[src/rtl/pc_gen.sv]
// Fetch PC register with next-PC selection, stall hold and buffered redirect.
// Optional misaligned-target trap enabled by defining PC_ALIGN_CHK_EN.
module pc_gen #(
  parameter logic [31:0] RESET_VEC = 32'h0000_3000,
  parameter logic [31:0] EXC_VEC   = 32'h0000_4180,
  parameter int          OFF_SHIFT = 2
) (
  input  logic        clk,
  input  logic        rst,
  input  logic        stall,
  input  logic [3:0]  npc_instr,
  input  logic        zero,
  input  logic        negative,
  input  logic [31:0] br_pc,
  input  logic [25:0] imm,
  input  logic [31:0] rs,
  input  logic [31:0] epc,
  input  logic        int_req,
  output logic [31:0] pc,
  output logic [31:0] pc4,
  output logic        pc_valid,
  output logic        redirect,
  output logic        adel
);

  typedef enum logic [1:0] {BOOT, RUN, PEND} state_t;

  state_t      state, state_next;
  logic [31:0] pend_pc, pend_next, pc_next;
  logic [31:0] br_off, target, load_raw, load_addr;
  logic        taken, nonseq, misaligned;
  logic        redirect_next, adel_next;

  assign pc4    = pc + 32'd4;
  assign br_off = {{16{imm[15]}}, imm[15:0]} << OFF_SHIFT;

  always_comb begin
    taken = 1'b0;
    case (npc_instr)
      4'd1:    taken = zero;
      4'd2:    taken = !zero;
      4'd3:    taken = !negative && !zero;
      4'd4:    taken = !negative;
      4'd5:    taken = negative;
      4'd6:    taken = negative || zero;
      default: taken = 1'b0;
    endcase

    nonseq = 1'b1;
    target = pc4;
    if (int_req || npc_instr == 4'd9)
      target = EXC_VEC;
    else if (npc_instr == 4'd10)
      target = epc;
    else if (taken)
      target = br_pc + br_off;
    else if (npc_instr == 4'd7)
      target = {br_pc[31:28], imm, 2'b00};
    else if (npc_instr == 4'd8)
      target = rs;
    else
      nonseq = 1'b0;
  end

  // A buffered target is released from PEND; a concurrent interrupt still wins.
  always_comb begin
    load_raw = (state == PEND) ? (int_req ? EXC_VEC : pend_pc) : target;
`ifdef PC_ALIGN_CHK_EN
    misaligned = (load_raw[1:0] != 2'b00) && ((state == PEND) || nonseq);
`else
    misaligned = 1'b0;
`endif
    load_addr = misaligned ? EXC_VEC : load_raw;
  end

  always_comb begin
    state_next    = state;
    pc_next       = pc;
    pend_next     = pend_pc;
    redirect_next = 1'b0;
    adel_next     = 1'b0;
    case (state)
      BOOT: state_next = RUN;
      RUN: begin
        if (!stall) begin
          pc_next       = load_addr;
          redirect_next = nonseq;
          adel_next     = misaligned;
        end else if (nonseq) begin
          pend_next  = target;
          state_next = PEND;
        end
      end
      PEND: begin
        if (stall) begin
          if (int_req)
            pend_next = EXC_VEC;
        end else begin
          pc_next       = load_addr;
          redirect_next = 1'b1;
          adel_next     = misaligned;
          state_next    = RUN;
        end
      end
      default: state_next = BOOT;
    endcase
  end

  always_ff @(posedge clk or posedge rst) begin
    if (rst) begin
      state    <= BOOT;
      pc       <= RESET_VEC;
      pend_pc  <= 32'd0;
      pc_valid <= 1'b0;
      redirect <= 1'b0;
      adel     <= 1'b0;
    end else begin
      state    <= state_next;
      pc       <= pc_next;
      pend_pc  <= pend_next;
      pc_valid <= 1'b1;
      redirect <= redirect_next;
      adel     <= adel_next;
    end
  end

endmodule
[config.mk]
export PLATFORM = sky130hd
export DESIGN_NAME = pc_gen
export DESIGN_NICKNAME = d
export VERILOG_FILES = /design/src/rtl/pc_gen.sv
export SDC_FILE = /design/constraint.sdc
export NUM_CORES = 1
export LEC_CHECK = 0
export CELL_PAD_IN_SITES_DETAIL_PLACEMENT = 1
export CELL_PAD_IN_SITES_GLOBAL_PLACEMENT = 2
export CORE_ASPECT_RATIO = 0.8
export CORE_UTILIZATION = 24
export CTS_CLUSTER_DIAMETER = 60
export CTS_CLUSTER_SIZE = 30
export DETAILED_ROUTE_END_ITERATION = 10
export GPL_TIMING_DRIVEN = 0
export HOLD_SLACK_MARGIN = 0.02
export PLACE_DENSITY_LB_ADDON = 0.25
export SYNTH_ARGS = -nofsm -noshare
export SYNTH_HDL_FRONTEND = slang
export SYNTH_SLANG_ARGS = --single-unit
[constraint.sdc]
create_clock -name clk -period 2.42 [get_ports clk]
set_input_delay 0.242 -clock clk [delete_from_list [all_inputs] [get_ports clk]]
set_output_delay 0.242 -clock clk [all_outputs]
set_load 0.01 [all_outputs]
# Word-level counts from Yosys, hierarchy flattened
# Cells that the tools add are included.
[op_classes]
addsub = 2
n_eq_ne = 16
n_mux = 24
n_bitwise = 1
reduce_logical = 11
[ops]
columns = ["op", "count"]
rows = [
  ["$mux 32", 10],
  ["$pmux 32 s2", 1],
  ["$add 32x3->32 const B", 1],
  ["$add 32x32->32", 1],
  ["$eq 4x3->1 const B", 4],
  ["$eq 4x4->1 const B", 3],
  ["$eq 4x2->1 const B", 2],
  ["$ne 2x2->1 const B", 4],
  ["$mux 1", 7],
  ["$mux 2", 3],
  ["$pmux 1 s6", 1],
  ["$pmux 2 s3", 1],
  ["$eq 4x1->1 const B", 1],
  ["$reduce_and 4->1", 1],
  ["$reduce_and 3->1", 1],
  ["$eq 2x1->1 const B", 1],
  ["$eq 2x2->1 const B", 1],
  ["$logic_not 1->1", 2],
  ["$logic_not 2->1", 1],
  ["$logic_or 1x1->1", 2],
  ["$pmux 1 s2", 1],
  ["$reduce_and 2->1", 1],
  ["$reduce_bool 2->1", 1],
  ["$reduce_or 2->1", 1],
  ["other kinds (2)", 2],
]
[totals]
reg_bits = 68
in_bits = 132
output_inout_bits = 67
elab_cells = 59

# Longest topological paths before layout
# Gate-level depths: netlist of run 1.
[logic_depth]
ltp_word = 9
mapped_depth = 12
ltp_nobuf = 12

# Least setup slack after synthesis of run 1
# OpenSTA, ideal clock, no wires.
[synth_timing]
path_kind = "in2reg"
from = "input br_pc[2]"
to = "register pend_pc[24]"
setup_ns = 0.122
arrival_time_ns = 2.496
t_required_ns = 2.298
slack_ns = -0.197
cell_stages = 12
n_path_buf = 0
path_cell_list = "ha_1 > inv_1 > fa_1 > nor2b_1 > o2111ai_1 > a31oi_1 > a221o_1 > a41oi_1 > o211a_1 > o21ai_0 > nand4_1 > a32o_1"
[synth_via]
elab_chain_cells = 7
[synth_rtl]
columns = ["item", "line", "source"]
rows = [
  ["start: declaration", "14", "input logic [31:0] br_pc,"],
  ["$add 32x32->32", "56", "target = br_pc + br_off;"],
  ["$mux 32", "55", "else if (taken)"],
  ["$mux 32", "53", "else if (npc_instr == 4'd10)"],
  ["$mux 32", "51", "if (int_req || npc_instr == 4'd9)"],
  ["$mux 32", "89", "end else if (nonseq) begin"],
  ["$mux 32", "85", "if (!stall) begin"],
  ["$pmux 32 s2", "82", "case (state)"],
  ["end signal: assignment", "120", "pend_pc <= pend_next;"],
  ["end: declaration", "29", "logic [31:0] pend_pc, pend_next, pc_next;"],
]
# Every way passes these cells. The select of a mux whose other input is x is not followed.
# A chain may end at the register's enable or synchronous reset.

# Final worst setup path of run 1
[layout_timing]
from = "register pc[12]"
to = "register pc[13]"
[layout_via]
elab_chain_cells = 7
[layout_rtl]
columns = ["item", "line", "source"]
rows = [
  ["start: declaration", "19", "output logic [31:0] pc,"],
  ["start signal: assignment", "119", "pc <= pc_next;"],
  ["$add 32x3->32", "34", "assign pc4 = pc + 32'd4;"],
  ["$mux 32", "59", "else if (npc_instr == 4'd8)"],
  ["$mux 32", "57", "else if (npc_instr == 4'd7)"],
  ["$mux 32", "55", ""],
  ["$mux 32", "53", ""],
  ["$mux 32", "51", ""],
  ["$mux 32", "67", "load_raw = (state == PEND) ? (int_req ? EXC_VEC : pend_pc) : target;"],
]
# Every way passes these cells.

==> flow_summary.toml, run 1 <==
[yosys]
synth_edf_count = 0
async_flop_share = 1.00
yosys.cell_count.top_type = "nand2_1"
yosysWarnings = 0
synth_area_leaders = "dfrtp_1, o21ai_0, ha_1, nand2_1, a21oi_1"
syn_nets = 996
synth_area_um2 = 6290
synth_common_cells = "nand2_1, o21ai_0, a21oi_1"
synthCells = 830
yosysSeqAreaShare = 0.271
synthFlopType = "dfrtp_1"
synth_seq_cells = 68
synth_top_cell_area_share = 0.262
ys_types = 75
synth_top_area_cell = "dfrtp_1"
syn_avg_cell_area_um2 = 7.58

[sta]
worst_pin_slew_ns = 0.829
fmax_ghz = 0.381
fin_crit_ns = 2.63
period_share = 1.09
holdWs_ns = 0.169
worst_slack_ns = -0.206
slew_violations = 0
rsz0062_at_grt = "true"
slew_headroom = 0.447
setup_viol = 40
finalHoldViolations = 0
skew_ns = 0.00579

[setup_path]
crit_path_cell_trace = "inv_2 -> or4_4 -> buf_12 -> buf_8 -> xnor2_4 -> nor2_1 -> o21ai_1 -> o21ai_1 -> a221oi_2 -> a21oi_1 -> o21ai_1"
crit_top_cell = "o21ai_1"
cp_top_family = "compound AO/OA/AOI/OAI gates"
critPathMaxStageDelay_ns = 0.56
cp_num_buf_inv = 3
crit_type = "flip-flop to flip-flop"
start_kind = "flip-flop"
arrival_ns = 2.89
cp-end-kind = "flip-flop"
cp_data_required_time_ns = 2.68
cp_max_fo = 7
crit_slowest_cell = "dfstp_2"

[routing]
antenna_left = 0
vias = 7817
drc = 0
first_pass_iters = 5
drt_wl_total_mm = 35.1
via_per_inst = 5.36
drt_iter0_markers = 543
wire_per_inst_um = 24.0

[pwr]
p_leak_nw = 4.40
powerDensity_nw_per_um2 = 888
power_mw = 9.58
peakVddDrop_uv = 452

[placed_design]
dp_slack_ns = -1.80
place_hpwl_mm = 26.2
io_buffers = 196
gp_congestion = 0.841

[global_routing]
grt_pass1_vias = 8164
overflow = 0
grt_max_degree = 59
grt_antenna_before_repair = 1
grt.total_usage = 0.256
grt_pass1_wl_mm = 51.2

[layout]
nNetsFinal = 1268
drive_above_1_share = 0.310
syn2layout_area_growth_pct = 71.4
nFillCells = 2966

[clocking]
cts_tree = "built"
ctsLongestPathBuffers = 2
h-tree-depth = 3
clk_latency_ns = 0.34
postCtsHoldBufs = 0
cts_made_buffers = 9
root_buffer = "clkbuf_16"
cts.clk_slew.worst_paths_ns = 0.06
cts_sinks = 68

[status]
status = "finished, violations left"
failed_checks = "setup timing"

[floorplan]
start_util = 0.247
core_um2 = 25500
die-area_um2 = 26900
io_pins = 199
die_h_um = 147
floorplan.rows = 52
die_w_um = 183

[min_path]
hold_class = "input port to asynchronous set/reset pin"

[job]
drv_cap = 0
==> what timing repair did <==
action,CTS,global route
pin swaps,64,62
endpoints found under the setup margin,91,89
resized for setup,319,114
buffers inserted,53,27
==> cells by family (layout without fill, tap and decap cells) <==
logic type	count (synthesis)	count (layout)	share of synthesized area
DFF	68	68	0.271
muxes	13	13	0.0215
adders and majority gates	34	34	0.0688
xor gates and xnor gates	51	51	0.0722
other	2	3	0.00119
and+or+nand+nor	295	295	0.227
AOI/OAI and AO/OA	293	293	0.288
buffers and inverters	74	351	0.0509
==> metal layers <==
metal / track usage / part of all wire
met1: 0.361 / 0.47
met2: 0.397 / 0.45
met3: 0.0431 / 0.057
met4: 0.0792 / 0.029
met5: 0 / 0
==> path summary, 6_finish.rpt <==
path / cells past startpoint / start / end / slack, ns
max reg2reg: 11 / pc[12]$_DFFE_PP1P_ / pc[13]$_DFFE_PP1P_ / -0.21
min: 2 / rst / pc_valid$_DFF_PP0_ / 0.17
min reg2reg: 2 / pend_pc[29]$_DFFE_PP0P_ / pend_pc[29]$_DFFE_PP0P_ / 0.48
max in group asynchronous: 3 / rst / pc[12]$_DFFE_PP1P_ / 1.66
min in group clk: 2 / pend_pc[29]$_DFFE_PP0P_ / pend_pc[29]$_DFFE_PP0P_ / 0.48
max: 11 / pc[12]$_DFFE_PP1P_ / pc[13]$_DFFE_PP1P_ / -0.21
==> layout by cell type (no fill, tap or decap), types with 13 or more instances in the layout <==
cell	instances
clkbuf_1	13
o21ai_0	63
a21oi_2	15
clkbuf_2	22
buf_4	72
nand3_1	13
nand4_1	19
clkdlybuf4s50_1	140
xnor2_1	16
nor2_1	65
ha_4	20
a21o_1	13
dlygate4sd2_1	21
dfrtp_1	51
xor2_1	15
buf_6	24
a21oi_1	60
dfrtp_2	15
o21ai_1	25
nand2_1	96
==> state kept, by name, indices dropped and copies added (netlist names) <==
signal	flops
pc	32
pend_pc	32
state	2
pc_valid	1
redirect	1
==> through the flow <==
stage | std cells | util | TNS [ns] | instance area, µm²
after floorplan | 830 | - | -0.325 | 6350
after global placement | 1377 | 0.343 | -142.81 | 8750
after detailed placement | 1378 | 0.344 | -82.26 | 8780
after CTS | 1437 | 0.405 | -4.38 | 10300
after global routing | 1458 | 0.423 | -7.94 | 10800
final | 1459 | 0.423 | -3.47 | 10800
==> layout make-up <==
class / instances / area (µm²) / area share
diodes: 1 / 2.50 / 0.000232
plain buffers: 44 / 280 / 0.0260
clock buffers: 14 / 254 / 0.0235
clock inverters: 2 / 35.0 / 0.00325
inverters: 16 / 62.6 / 0.00580
multi-input cells: 688 / 5420 / 0.502
flip-flops and latches: 68 / 1720 / 0.160
well taps: 351 / 439 / 0.0407
repair buffers: 275 / 2570 / 0.239
==> power breakdown <==
group | internal [mW] | switching, mW
Sequential | 1.69 | 0.667
Combinational | 2.74 | 3.15
Clock | 0.827 | 0.501
Total | 5.26 | 4.32
No activity file was read; power rests on OpenSTA's default activity.
==> run 2, diff against run 1 <==
--- a/config.mk
+++ b/config.mk
@@ -12,6 +12,7 @@
 export CTS_CLUSTER_DIAMETER = 60
 export CTS_CLUSTER_SIZE = 30
 export DETAILED_ROUTE_END_ITERATION = 10
+export GPL_ROUTABILITY_DRIVEN = 0
 export GPL_TIMING_DRIVEN = 0
 export HOLD_SLACK_MARGIN = 0.02
 export PLACE_DENSITY_LB_ADDON = 0.25
==> results of run 2 <==
Same layout as run 1: the final DEF is identical, and so are final timing and power.
